<file path="config.mk">
export PLATFORM = sky130hd
export DESIGN_NAME = clock_set_ctrl
export DESIGN_NICKNAME = d
export VERILOG_FILES = /design/src/rtl/clock_set_ctrl.sv
export SDC_FILE = /design/constraint.sdc
export NUM_CORES = 1
export LEC_CHECK = 0
export ABC_CLOCK_PERIOD_IN_PS = 10130
export BUFFER_PORTS_ARGS = -buffer_cell sky130_fd_sc_hd__buf_2
export CAP_MARGIN = 30
export CORE_MARGIN = 4
export CORE_UTILIZATION = 51
export DETAILED_ROUTE_END_ITERATION = 10
export PLACE_DENSITY = 0.73
export SETUP_SLACK_MARGIN = 0.4
export SYNTH_ARGS = -nofsm -noshare
export SYNTH_HDL_FRONTEND = slang
export SYNTH_SLANG_ARGS = --single-unit
</file>
<file path="constraint.sdc">
create_clock -name i_clk -period 10.13 [get_ports i_clk]
set_input_delay 2.026 -clock i_clk [delete_from_list [all_inputs] [get_ports i_clk]]
set_output_delay 2.026 -clock i_clk [all_outputs]
set_load 0.05 [all_outputs]
</file>
<file path="src/rtl/clock_set_ctrl.sv">
`default_nettype none
// ============================================================================
// Module   : clock_set_ctrl
// Function : Run/set controller for a BCD time-of-day counter (1 s tick,
//            hour/minute/second editing, load strobe, display and blink mask)
// Revision : 1.0
// ============================================================================
module clock_set_ctrl #(
  parameter int CLK_DIV   = 50_000_000,
  parameter int BLINK_DIV = 25_000_000
) (
  input  logic        i_clk,
  input  logic        i_reset,
  input  logic        i_key_mode,
  input  logic        i_key_inc,
  input  logic        i_key_dec,
  input  logic [23:0] i_time,
  output logic        o_tick,
  output logic        o_load,
  output logic [23:0] o_load_time,
  output logic [23:0] o_disp_time,
  output logic [2:0]  o_blink,
  output logic [1:0]  o_mode
);

  localparam int c_presc_w = $clog2(CLK_DIV);
  localparam int c_blink_w = $clog2(BLINK_DIV);
  localparam logic [c_presc_w-1:0] c_presc_max = c_presc_w'(CLK_DIV - 1);
  localparam logic [c_blink_w-1:0] c_blink_max = c_blink_w'(BLINK_DIV - 1);

  typedef enum logic [1:0] {
    ST_RUN      = 2'd0,
    ST_SET_HOUR = 2'd1,
    ST_SET_MIN  = 2'd2,
    ST_SET_SEC  = 2'd3
  } state_t;

  state_t                 r_state;
  logic [23:0]            r_edit;
  logic [c_presc_w-1:0]   r_presc;
  logic [c_blink_w-1:0]   r_bcnt;
  logic                   r_phase;
  logic                   r_tick;
  logic                   r_load;
  logic [23:0]            r_load_time;
  logic [23:0]            r_disp;
  logic [2:0]             r_blink;

  logic                   w_presc_wrap;
  logic                   w_bcnt_wrap;
  logic                   w_phase_nxt;
  logic [2:0]             w_field_mask;
  logic [23:0]            w_edit_nxt;

  // One BCD field step with wrap; anything outside 00..max (incl. non-BCD)
  // snaps to 00 on increment and to max on decrement.
  function automatic logic [7:0] bcd_step(input logic [7:0] val, input logic up,
                                          input logic [3:0] max_t, input logic [3:0] max_u);
    logic [3:0] t;
    logic [3:0] u;
    logic       bad;
    t   = val[7:4];
    u   = val[3:0];
    bad = (t > max_t) || (u > 4'd9) || ((t == max_t) && (u > max_u));
    if (up) begin
      if (bad || ((t == max_t) && (u == max_u))) bcd_step = 8'h00;
      else if (u == 4'd9)                        bcd_step = {t + 4'd1, 4'd0};
      else                                       bcd_step = {t, u + 4'd1};
    end else begin
      if (bad || (val == 8'h00)) bcd_step = {max_t, max_u};
      else if (u == 4'd0)        bcd_step = {t - 4'd1, 4'd9};
      else                       bcd_step = {t, u - 4'd1};
    end
  endfunction

  assign w_presc_wrap = (r_presc == c_presc_max);
  assign w_bcnt_wrap  = (r_bcnt == c_blink_max);
  assign w_phase_nxt  = w_bcnt_wrap ? ~r_phase : r_phase;

  always_comb begin
    w_field_mask = 3'b000;
    case (r_state)
      ST_SET_HOUR: w_field_mask = 3'b100;
      ST_SET_MIN:  w_field_mask = 3'b010;
      ST_SET_SEC:  w_field_mask = 3'b001;
      default:     w_field_mask = 3'b000;
    endcase
  end

  // Simultaneous inc+dec cancels out
  always_comb begin
    w_edit_nxt = r_edit;
    if (i_key_inc ^ i_key_dec) begin
      case (r_state)
        ST_SET_HOUR: w_edit_nxt[23:16] = bcd_step(r_edit[23:16], i_key_inc, 4'd2, 4'd3);
        ST_SET_MIN:  w_edit_nxt[15:8]  = bcd_step(r_edit[15:8],  i_key_inc, 4'd5, 4'd9);
        ST_SET_SEC:  w_edit_nxt[7:0]   = bcd_step(r_edit[7:0],   i_key_inc, 4'd5, 4'd9);
        default:     w_edit_nxt        = r_edit;
      endcase
    end
  end

  always_ff @(posedge i_clk or posedge i_reset) begin
    if (i_reset) begin
      r_state     <= ST_RUN;
      r_edit      <= '0;
      r_presc     <= '0;
      r_bcnt      <= '0;
      r_phase     <= 1'b0;
      r_tick      <= 1'b0;
      r_load      <= 1'b0;
      r_load_time <= '0;
      r_disp      <= '0;
      r_blink     <= 3'b000;
    end else begin
      r_disp <= (r_state == ST_RUN) ? i_time : r_edit;
      r_load <= 1'b0;
      if (i_key_mode) begin
        // Mode key wins over inc/dec; every transition restarts both counters
        r_state <= state_t'(r_state + 2'd1);
        r_presc <= '0;
        r_tick  <= 1'b0;
        r_bcnt  <= '0;
        r_phase <= 1'b0;
        r_blink <= 3'b000;
        if (r_state == ST_RUN) begin
          r_edit <= i_time;
        end
        if (r_state == ST_SET_SEC) begin
          r_load      <= 1'b1;
          r_load_time <= r_edit;
        end
      end else if (r_state == ST_RUN) begin
        r_presc <= w_presc_wrap ? '0 : r_presc + 1'b1;
        r_tick  <= w_presc_wrap;
        r_bcnt  <= '0;
        r_phase <= 1'b0;
        r_blink <= 3'b000;
      end else begin
        r_presc <= '0;
        r_tick  <= 1'b0;
        r_bcnt  <= w_bcnt_wrap ? '0 : r_bcnt + 1'b1;
        r_phase <= w_phase_nxt;
        r_blink <= w_field_mask & {3{w_phase_nxt}};
        r_edit  <= w_edit_nxt;
      end
    end
  end

  assign o_tick      = r_tick;
  assign o_load      = r_load;
  assign o_load_time = r_load_time;
  assign o_disp_time = r_disp;
  assign o_blink     = r_blink;
  assign o_mode      = r_state;

endmodule
`default_nettype wire

</file>
==> out/metrics.cfg, run 1 <==
[critical_path]
cpPeakStageDelay_ns = 0.56
critPathRequiredTime_ns = 10.43
path_max_fanout = 38
cp-start-kind = input port
crit_buf_inv = 1
cpLargestDelayFamily = simple AND/OR/NAND/NOR gates
critPathCaptureType = flop
crit_type = input port to flop
slowest_stage = nand2b_1
path_cells = buf_2 -> nand2b_1 -> nor3_1 -> o32a_1 -> or2_2 -> mux2_2
crit_arrival_ns = 4.29

[outcome]
status = completed

[flow_run]
max-cap-violations = 0

[clock_tree]
cts.sinks = 131
cts_buffers = 17
cts_resized = 0
clock_path_buffers = 2
cts_tree = yes
hold_buffers = 0
cts_root_buf = clkbuf_16
post_cts_buffers = 0
clk_pin_slew_ns = 0.05
clock_latency_ns = 0.42
h-tree-depth = 4

[sta]
clock_skew_ns = 0.00751
post-route-period-util_pct = 39.4
maxSlewHeadroom_pct = 34.6
max_freq_mhz = 251
finalCriticalPeriod_ns = 3.99
setup_viol_count_final = 0
finalMaxSlewViolations = 0
rsz0062_at_grt = no
tightest_slew_ns = 0.974
hold_viol = 0
finalSetupTns_ns = 0

[global_route]
antenna_found_initial = 0
grt_max_degree = 76
grt.total_usage_pct = 22.3
grt_pass1_wl_um = 27000
gr-total-overflow = 0
grt_pass1_vias = 5602

[final_layout]
regArea_sq_mm = 0.00328
drive_gt1_share_pct = 19.0
layout_commonest_cell = dfrtp_1
fin_nets = 844
final_cell_mix = 131 x dfrtp_1, 85 x nor2_1, 83 x buf_2
syn_to_final_growth_pct = 16.3
fillCellCount = 1086
diodes = 0
utilization_pct = 60.6
multi_input_area_sq_mm = 0.00331

[placed_design]
gp_congestion = 0.941
io_buffers = 83
hpwl_um = 10900

[routing]
vias_per_cell = 5.74
postRouteWirelength_um = 16100
wl_per_cell_um = 16.4
antenna_left = 0
vias = 5643
drt-pass1-iter-count = 7
drtIter0Drc = 475
drc = 0

[floorplanning]
fp.coreArea_sq_mm = 0.0132
start_util_pct = 52.1
fp-row-count = 42
dieHeight_um = 124
die_w_um = 124
die_area_sq_mm = 0.0154
io_pins = 84

[worst_hold_path]
min_path_type = flop to flop

[synth]
synthArstFlopShare_pct = 100
synth_edf_count = 0
synth_cells = 723
yosysSeqAreaShare_pct = 47.7
yosys_warnings = 0
synth_area_sq_mm = 0.00687
syn-mean-instance-area_sq_um = 9.50
syn_nets = 773
yosys_most_used_dff = dfrtp_1
ys_ff_latch = 131
ys_types = 63

[pwr]
peakVddDrop_v = 0.000197
p_per_area_mw_per_mm2 = 313
p_leak_nw = 3.53

kinds of logic (layout without fill, tap and decap cells):
family / Yosys count / count (layout) / synth area share, %
buffers and inverters: 69 / 153 / 4.04
muxes: 22 / 22 / 3.59
AOI/OAI and AO/OA: 136 / 136 / 13.3
and+or+nand+nor: 290 / 290 / 20.7
xor gates and xnor gates: 54 / 54 / 6.89
DFF: 131 / 131 / 47.7
adders and majority gates: 21 / 21 / 3.83
per-stage QoR:
step / cells / cell area, sq um / hold WS (ns) / worst slack (ns) / total power [W]
after global routing: 983 / 7990 / 0.515 / 6.03 / 0.00265
after global placement: 949 / 7380 / 0.460 / 5.82 / 0.00186
final: 983 / 7990 / 0.474 / 6.14 / 0.00250
after CTS: 981 / 7960 / 0.477 / 6.20 / 0.00250
after floorplan: 723 / 6870 / 0.455 / 4.61 / 0.00163
after detailed placement: 949 / 7380 / 0.464 / 5.75 / 0.00189
routing by layer:
metal,track usage [%],vias up,part of all wire (%)
li1,-,2704,-
met2,36.6,161,49
met5,0,-,0
met4,8.49,0,1.8
met3,5.72,30,5.0
met1,28.4,2748,44
registers in the layout, indices dropped and copies added, names as in the netlist:
name / flops
o_blink: 3
r_phase: 1
o_load_time: 24
r_edit: 24
r_bcnt: 25
o_tick: 1
r_presc: 26
o_mode: 2
o_load: 1
o_disp_time: 24
synth_stat cells (3+ instances only):
cell / number / share of area [%]
nand2b_1: 10 / 0.91
o2bb2ai_1: 3 / 0.38
a32oi_1: 3 / 0.38
a22oi_1: 5 / 0.55
a221o_1: 3 / 0.44
nor2_1: 85 / 4.6
a221oi_1: 5 / 0.64
a31oi_1: 5 / 0.46
inv_1: 32 / 1.7
and4_1: 3 / 0.38
and2_1: 3 / 0.27
nand3b_1: 3 / 0.33
dfrtp_1: 131 / 48
and3_1: 9 / 0.82
nor4_1: 12 / 1.1
a21oi_1: 17 / 1.2
or3b_2: 3 / 0.38
clkbuf_1: 32 / 1.7
nand2_1: 65 / 3.6
xor2_1: 34 / 4.3
nor3_1: 29 / 2.1
nand3_1: 33 / 2.4
a32o_1: 3 / 0.44
o31a_1: 3 / 0.38
o31ai_1: 4 / 0.44
a211oi_1: 4 / 0.44
mux2_2: 21 / 3.4
o22ai_1: 5 / 0.46
or3_1: 5 / 0.46
xnor2_1: 20 / 2.6
or4_1: 4 / 0.44
o21ai_0: 53 / 3.9
ha_1: 21 / 3.8
or2_2: 4 / 0.36
nand4_1: 13 / 1.2
path summary, 6_finish.rpt:
| check | slack (ns) | from | cells past startpoint | endpoint |
|---|---|---|---|---|
| setup / recovery | 6.14 | i_key_mode | 6 | r_edit[5]$_DFFE_PP0P_ |
| hold / removal | 0.47 | o_load_time[6]$_DFFE_PP0P_ | 2 | o_load_time[6]$_DFFE_PP0P_ |
| setup reg to reg | 7.22 | r_bcnt[17]$_DFF_PP0_ | 5 | r_bcnt[2]$_DFF_PP0_ |
| hold reg to reg | 0.47 | o_load_time[6]$_DFFE_PP0P_ | 2 | o_load_time[6]$_DFFE_PP0P_ |
| max in group asynchronous | 7.45 | i_reset | 4 | r_presc[17]$_DFF_PP0_ |
| min in group asynchronous | 1.71 | i_reset | 2 | r_bcnt[22]$_DFF_PP0_ |
worst register-to-register path, stage by stage (launching register included):
cell,delay (ns)
dfrtp_1,0.42
or4b_1,0.53
or4_1,0.50
nor4_2,0.38
nand2b_1,0.77
nor2_1,0.14
area by class of cell:
class	count	area share (%)
Tap cell	176	2.76
Timing Repair Buffer	88	5.87
Multi-Input combinational cell	523	41.5
Clock buffer	23	5.98
Sequential cell	131	41.0
Inverter	33	1.58
Clock inverter	9	1.30
power by group:
group          internal, W  leakage [nW]  switching (W)
clock             0.000380         0.283       0.000224
sequential        0.000665          1.72       0.000152
combinational     0.000320          1.52       0.000756
Note: power is estimated with default switching activity, not from simulation.
==> inputs of run 2 (changes only) <==
--- a/config.mk
+++ b/config.mk
@@ -5,7 +5,7 @@
 export SDC_FILE = /design/constraint.sdc
 export NUM_CORES = 1
 export LEC_CHECK = 0
-export ABC_CLOCK_PERIOD_IN_PS = 10130
+export ABC_CLOCK_PERIOD_IN_PS = 3700
 export BUFFER_PORTS_ARGS = -buffer_cell sky130_fd_sc_hd__buf_2
 export CAP_MARGIN = 30
 export CORE_MARGIN = 4
==> constraint.sdc (replaced) <==
create_clock -name i_clk -period 3.7 [get_ports i_clk]
set_input_delay 0.74 -clock i_clk [delete_from_list [all_inputs] [get_ports i_clk]]
set_output_delay 0.74 -clock i_clk [all_outputs]
set_load 0.05 [all_outputs]
==> out/metrics.cfg, run 2 (synthesis gave the netlist of run 1 again) <==
[critical_path]
reg2reg_slack_ns = 0.86  ; was 7.22 ns
critPathCaptureType = flop  ; unchanged
cp-startpoint = r_bcnt[17]$_DFF_PP0_  ; was i_key_mode
path_max_fanout = 25  ; was 38
crit_type = flop to flop  ; was input port to flop
r2r-end = r_bcnt[7]$_DFF_PP0_  ; was r_bcnt[2]$_DFF_PP0_
cp-start-kind = flop  ; was input port
worstReg2RegStart = r_bcnt[17]$_DFF_PP0_  ; unchanged
r2r_cells = 5  ; unchanged
critPathRequiredTime_ns = 3.95  ; was 10.43 ns
crit_arrival_ns = 3.10  ; was 4.29 ns

[sta]
finalCriticalPeriod_ns = 2.84
tightest_slew_ns = 0.951  ; was 0.974 ns
post-route-period-util_pct = 76.9
finalSetupTns_ns = 0  ; unchanged
finalMaxSlewViolations = 0  ; unchanged
hold_viol = 0  ; unchanged
max_freq_mhz = 352
worst_hold_slack_ns = 0.473  ; was 0.474 ns
rsz0062_at_grt = no  ; unchanged
maxSlewHeadroom_pct = 36.6  ; was 34.6%
clock_skew_ns = 0.00650  ; was 0.00751 ns
setup_viol_count_final = 0  ; unchanged

[routing]
antenna_left = 0  ; unchanged
drt-pass1-iter-count = 5  ; was 7
vias_per_cell = 5.82  ; was 5.74
vias = 5723  ; was 5643
drtIter0Drc = 458  ; was 475
postRouteWirelength_um = 16000  ; was 16100 um
wl_per_cell_um = 16.3  ; was 16.4 um
drc = 0  ; unchanged

[final_layout]
diodes = 0  ; unchanged
syn_to_final_growth_pct = 16.4  ; was 16.3%
final_cell_mix = 131 x dfrtp_1, 85 x nor2_1, 83 x buf_2  ; unchanged
regMostFlops = r_presc  ; unchanged
drive_gt1_share_pct = 18.7  ; was 19.0%
fin_nets = 846  ; was 844
largest_reg_flops = 26  ; unchanged
stdcell_count = 983  ; unchanged
reg_top3 = r_presc x26, r_bcnt x25  ; unchanged
layout_commonest_cell = dfrtp_1  ; unchanged
utilization_pct = 60.6  ; about the same

[outcome]
status = completed  ; unchanged

[floorplanning]
die_w_um = 124  ; unchanged
fp.coreArea_sq_mm = 0.0132  ; unchanged
fp-row-count = 42  ; unchanged
start_util_pct = 52.1  ; unchanged
io_pins = 84  ; unchanged
dieHeight_um = 124  ; unchanged
die_area_sq_mm = 0.0154  ; unchanged

[worst_hold_path]
hold_end = o_load_time[5]$_DFFE_PP0P_  ; was o_load_time[6]$_DFFE_PP0P_
min_path_type = flop to flop  ; unchanged
hold_depth = 2  ; unchanged
worstHoldStart = o_load_time[5]$_DFFE_PP0P_  ; was o_load_time[6]$_DFFE_PP0P_

[pwr]
p_leak_nw = 3.54  ; was 3.53 nW
clockPowerShare_pct = 23.9  ; was 24.2%
combPwrFrac_pct = 43.3  ; was 43.1%
switching_share_pct = 44.7  ; was 45.3%
peakVddDrop_v = 0.000599  ; was 0.000197 V
power_switching_w = 0.00305  ; was 0.00113 W
p_per_area_mw_per_mm2 = 852  ; was 313 mW/mm^2
p_int_w = 0.00377  ; was 0.00137 W
p_seq_share_pct = 32.8  ; was 32.7%

[placed_design]
hpwl_um = 10900  ; about the same
placedCellCount = 952  ; was 949
gp_congestion = 0.879  ; was 0.941
io_buffers = 83  ; unchanged

[clock_tree]
cts_root_buf = clkbuf_16  ; unchanged
hold_buffers = 0  ; unchanged
cts_resized = 0  ; unchanged
cts_buffers = 17  ; unchanged
post_cts_buffers = 0  ; unchanged
clock_path_buffers = 2  ; unchanged
clock_latency_ns = 0.42  ; about the same
h-tree-depth = 4  ; unchanged
cts.sinks = 131  ; unchanged
cts_tree = yes  ; unchanged
clk_pin_slew_ns = 0.05  ; about the same

[global_route]
grt_pass1_wl_um = 26800  ; was 27000 um
grt_max_degree = 132  ; was 76
grt.total_usage_pct = 22.0  ; was 22.3%
grt_pass1_vias = 5566  ; was 5602
antenna_found_initial = 0  ; unchanged
gr-total-overflow = 0  ; unchanged

[flow_run]
max-cap-violations = 0  ; unchanged

==> run 2: critical path: stages (launching register included) <==
cell and delay [ns]:
dfrtp_1 0.41, or4b_1 0.52, or4_1 0.49, nor4_2 0.33, nand2b_1 0.78, nor2_1 0.14
==> run 2: per-stage QoR <==
step	total power, W	setup slack [ns]	area, sq um
detailed placement	0.00518	0.853	7410
floorplan	0.00447	1.26	6870
global placement	0.00515	1.00	7410
global route	0.00723	0.488	8000
CTS	0.00684	0.842	7980
finish	0.00681	0.856	8000
==> run 2: power groups by stage <==
stage / sequential, W / clock [W] / combinational [W]
floorplan: 0.00295 / 0 / 0.00153
global placement: 0.00224 / 0 / 0.00291
detailed placement: 0.00225 / 0 / 0.00293
CTS: 0.00223 / 0.00166 / 0.00295
global route: 0.00230 / 0.00172 / 0.00321
finish: 0.00224 / 0.00163 / 0.00295
==> run 2: final cells by class <==
cell class | instances | area, sq um
fill | 1101 | 5190
multi-input combinational | 523 | 3310
sequential | 131 | 3280
clock buffer | 26 | 499
timing repair buffer | 90 | 485
tap | 176 | 220
inverter | 33 | 128
clock inverter | 4 | 72.6
==> run 2: worst max path at each step <==
stage / end / slack, ns / cells past startpoint
final: r_bcnt[7]$_DFF_PP0_ / 0.86 / 5
after global routing: r_presc[8]$_DFF_PP0_ / 0.49 / 5
after CTS: r_presc[0]$_DFF_PP0_ / 0.84 / 5
after detailed placement: r_presc[25]$_DFF_PP0_ / 0.85 / 5
after global placement: r_bcnt[10]$_DFF_PP0_ / 1.00 / 5
after floorplan: r_edit[20]$_DFFE_PP0P_ / 1.26 / 8
==> run 2: routing by layer <==
metal | up-vias | routed length, um | GRT usage [%]
li1 | 2708 | - | -
met1 | 2795 | 6890 | 28.8
met2 | 179 | 7850 | 34.9
met3 | 41 | 870 | 5.22
met4 | 0 | 409 | 9.99
met5 | - | 0 | 0
==> inputs of run 3 (changes only) <==
--- a/config.mk
+++ b/config.mk
@@ -5,7 +5,8 @@
 export SDC_FILE = /design/constraint.sdc
 export NUM_CORES = 1
 export LEC_CHECK = 0
-export ABC_CLOCK_PERIOD_IN_PS = 3700
+export ABC_AREA = 1
+export ABC_CLOCK_PERIOD_IN_PS = 2880
 export BUFFER_PORTS_ARGS = -buffer_cell sky130_fd_sc_hd__buf_2
 export CAP_MARGIN = 30
 export CORE_MARGIN = 4
==> constraint.sdc (replaced) <==
create_clock -name i_clk -period 2.88 [get_ports i_clk]
set_input_delay 0.576 -clock i_clk [delete_from_list [all_inputs] [get_ports i_clk]]
set_output_delay 0.576 -clock i_clk [all_outputs]
set_load 0.05 [all_outputs]
==> out/metrics.cfg, run 3 <==
[pwr]
p_per_area_mw_per_mm2 = 1000  ; was 852 mW/mm^2
p_total_w = 0.00886  ; was 0.00681 W
peakVddDrop_v = 0.000742  ; was 0.000599 V
p_leak_nw = 4.34  ; was 3.54 nW

[placed_design]
placedCellCount = 1294  ; was 952
dpl_cell_area_sq_mm = 0.00830  ; was 0.00741 sq mm
hpwl_um = 14000  ; was 10900 um
io_buffers = 83  ; unchanged
gp_congestion = 0.918  ; was 0.879

[synth]
yosys.area_share.xor_xnor_pct = 3.30  ; was 6.89%
yosys_warnings = 0  ; unchanged
synth_area_sq_mm = 0.00769  ; was 0.00687 sq mm
ys_types = 37  ; was 63
syn-mean-instance-area_sq_um = 7.38  ; was 9.50 sq um
synth_most_common_cell = nand2_1  ; was dfrtp_1
synth_top_family_by_area = simple AND/OR/NAND/NOR gates  ; unchanged
synth_compound_area_share_pct = 6.55  ; was 13.3%
yosys_most_used_dff = dfrtp_1  ; unchanged
synth_cells = 1043  ; was 723
synth-simple-area-share_pct = 36.5  ; was 20.7%
syn_nets = 1093  ; was 773
synth_mux_area_share_pct = 0  ; was 3.59%
synth.top_cell.area_share_pct = 42.6  ; was 47.7%
synthArstFlopShare_pct = 100  ; unchanged
synth_fa_ha_area_share_pct = 3.41  ; was 3.83%
synth_top_area_cell = dfrtp_1  ; unchanged
yosys-top-cells-area = dfrtp_1 43%, nand2_1 13%, nor2_1 7.8%  ; was dfrtp_1 48%, nor2_1 4.6%, xor2_1 4.3%
ys_ff_latch = 131  ; unchanged
yosysSeqAreaShare_pct = 42.6  ; was 47.7%
synth_edf_count = 0  ; unchanged
ys_top_cells_by_count = 270 x nand2_1, 160 x nor2_1, 131 x dfrtp_1  ; was 131 x dfrtp_1, 85 x nor2_1, 65 x nand2_1

[final_layout]
fillCellCount = 1338  ; was 1101
layout_commonest_cell = nand2_1  ; was dfrtp_1
postLayoutCellArea_sq_mm = 0.00885  ; was 0.00800 sq mm
syn_to_final_growth_pct = 15.1  ; was 16.4%
diodes = 0  ; unchanged
stdcell_count = 1325  ; was 983
largest_reg_flops = 26  ; unchanged
drive_gt1_share_pct = 15.6  ; was 18.7%
reg_top3 = r_presc x26, r_bcnt x25  ; unchanged
final_cell_mix = 270 x nand2_1, 160 x nor2_1, 131 x dfrtp_1  ; was 131 x dfrtp_1, 85 x nor2_1, 83 x buf_2
regMostFlops = r_presc  ; unchanged
fin_nets = 1179  ; was 846

[sta]
setup_viol_count_final = 0  ; unchanged
finalSetupTns_ns = 0  ; unchanged
rsz0062_at_grt = no  ; unchanged
finalMaxSlewViolations = 0  ; unchanged
clock_skew_ns = 0.00653  ; was 0.00650 ns
finalCriticalPeriod_ns = 2.20  ; was 2.84 ns
max_freq_mhz = 454  ; was 352 MHz
maxSlewHeadroom_pct = 58.1  ; was 36.6%
hold_viol = 0  ; unchanged
post-route-period-util_pct = 76.6  ; was 76.9%
tightest_slew_ns = 0.628  ; was 0.951 ns

[clock_tree]
hold_buffers = 0  ; unchanged
cts_buffers = 17  ; unchanged
clock_path_buffers = 2  ; unchanged
clock_latency_ns = 0.42  ; about the same
h-tree-depth = 4  ; unchanged
cts_resized = 0  ; unchanged
post_cts_buffers = 0  ; unchanged
cts_root_buf = clkbuf_16  ; unchanged
cts_tree = yes  ; unchanged
cts.sinks = 131  ; unchanged
clk_pin_slew_ns = 0.06  ; was 0.05 ns

[routing]
drtIter0Drc = 614  ; was 458
vias_per_cell = 5.24  ; was 5.82
wl_per_cell_um = 14.4  ; was 16.3 um
antenna_left = 0  ; unchanged
drt-pass1-iter-count = 5  ; unchanged
drc = 0  ; unchanged
postRouteWirelength_um = 19100  ; was 16000 um
vias = 6941  ; was 5723

[critical_path]
reg2reg_slack_ns = 0.68  ; was 0.86 ns
r2r_cells = 8  ; was 5
critPathRequiredTime_ns = 3.23  ; was 3.95 ns
path_cells = inv_1 -> ha_2 -> inv_2 -> nor2_2 -> inv_1 -> nor2_1 -> nand2_1 -> nor2_1  ; was or4b_1 -> or4_1 -> nor4_2 -> nand2b_1 -> nor2_1
slowest_stage = ha_2  ; was nand2b_1
critPathCaptureType = flop  ; unchanged
worstReg2RegStart = o_mode[1]$_DFFE_PP0P_  ; was r_bcnt[17]$_DFF_PP0_
cpPeakStageDelay_ns = 0.47  ; was 0.78 ns
path_max_fanout = 22  ; was 25
crit_type = flop to flop  ; unchanged
cp-start-kind = flop  ; unchanged
crit_arrival_ns = 2.55  ; was 3.10 ns
r2r-end = r_presc[23]$_DFF_PP0_  ; was r_bcnt[7]$_DFF_PP0_

[flow_run]
max-cap-violations = 0  ; unchanged

[global_route]
antenna_found_initial = 0  ; unchanged
grt_pass1_vias = 6690  ; was 5566
grt_max_degree = 76  ; was 132
grt.total_usage_pct = 23.6  ; was 22.0%
gr-total-overflow = 0  ; unchanged
grt_pass1_wl_um = 32300  ; was 26800 um

[floorplanning]
fp-row-count = 44  ; was 42
io_pins = 84  ; unchanged
fp.coreArea_sq_mm = 0.0146  ; was 0.0132 sq mm
dieHeight_um = 131  ; was 124 um
die_w_um = 131  ; was 124 um
die_area_sq_mm = 0.0171  ; was 0.0154 sq mm
start_util_pct = 52.5  ; was 52.1%

[worst_hold_path]
min_path_type = input port to asynchronous set/reset pin  ; was flop to flop

[outcome]
status = completed  ; unchanged

==> run 3: cell count changes in the layout (fill, tap and decap cells not counted), sizes merged, moves of 8 or more <==
cell,change
nand2b,-10
and3,-9
xor2,-11
nand4,+12
mux2,-21
o21ai,+8
nand2,+216
nor3,+10
nor2,+89
xnor2,-14
inv,+94
nand3,+61
nor4,-11
==> run 3: cells by family (layout without fill, tap and decap cells) <==
logic type,Yosys count,count (layout)
adders and majority gates,21,21
AOI/OAI and AO/OA,94,94
DFF,131,131
xor gates and xnor gates,29,29
buffers and inverters,148,246
and+or+nand+nor,620,620
==> run 3: worst max-delay path by stage <==
stage | from | endpoint | slack [ns]
detailed placement | o_mode[1]$_DFFE_PP0P_ | r_presc[23]$_DFF_PP0_ | 0.68
CTS | o_mode[1]$_DFFE_PP0P_ | r_presc[23]$_DFF_PP0_ | 0.67
global placement | i_key_mode | r_edit[15]$_DFFE_PP0P_ | 0.76
floorplan | i_reset | o_blink[0]$_DFF_PP0_ | 0.68
finish | o_mode[1]$_DFFE_PP0P_ | r_presc[23]$_DFF_PP0_ | 0.68
global route | o_mode[1]$_DFFE_PP0P_ | r_presc[25]$_DFF_PP0_ | 0.48
==> run 3: area by class of cell <==
| type | count | area [sq um] | area share, % |
|---|---|---|---|
| multi-input combinational | 764 | 3830 | 43.2 |
| sequential | 131 | 3280 | 37.0 |
| timing repair buffer | 89 | 485 | 5.48 |
| inverter | 126 | 477 | 5.38 |
| clock buffer | 21 | 470 | 5.31 |
| tap | 184 | 230 | 2.60 |
| clock inverter | 10 | 83.8 | 0.947 |
==> run 3: routing by layer <==
metal	wire, um	global-route usage, %	vias up
li1	-	-	3506
met1	8580	32.4	3210
met2	9140	38.1	205
met3	1080	5.20	20
met4	253	6.17	0
met5	0	0	-
==> run 3: worst max-delay path: cells and delay by family, from the launching register on <==
family                     cells  cell delay, ns
and+or+nand+nor                4            0.87
buffers and inverters          3            0.36
DFF                            1            0.44
adders and majority gates      1            0.47
==> run 3: through the flow <==
stage / hold slack [ns] / setup WS, ns / utilization (%)
floorplan: 0.449 / 0.681 / -
global placement: 0.461 / 0.758 / 56.7
detailed placement: 0.468 / 0.683 / 56.7
CTS: 0.0361 / 0.667 / 60.5
global route: 0.0342 / 0.477 / 60.5
finish: 0.0517 / 0.675 / 60.5
==> run 3: report_power, final <==
group,switching [W],internal (W)
sequential,0.000420,0.00233
clock,0.000786,0.00124
combinational,0.00303,0.00105
total,0.00423,0.00462
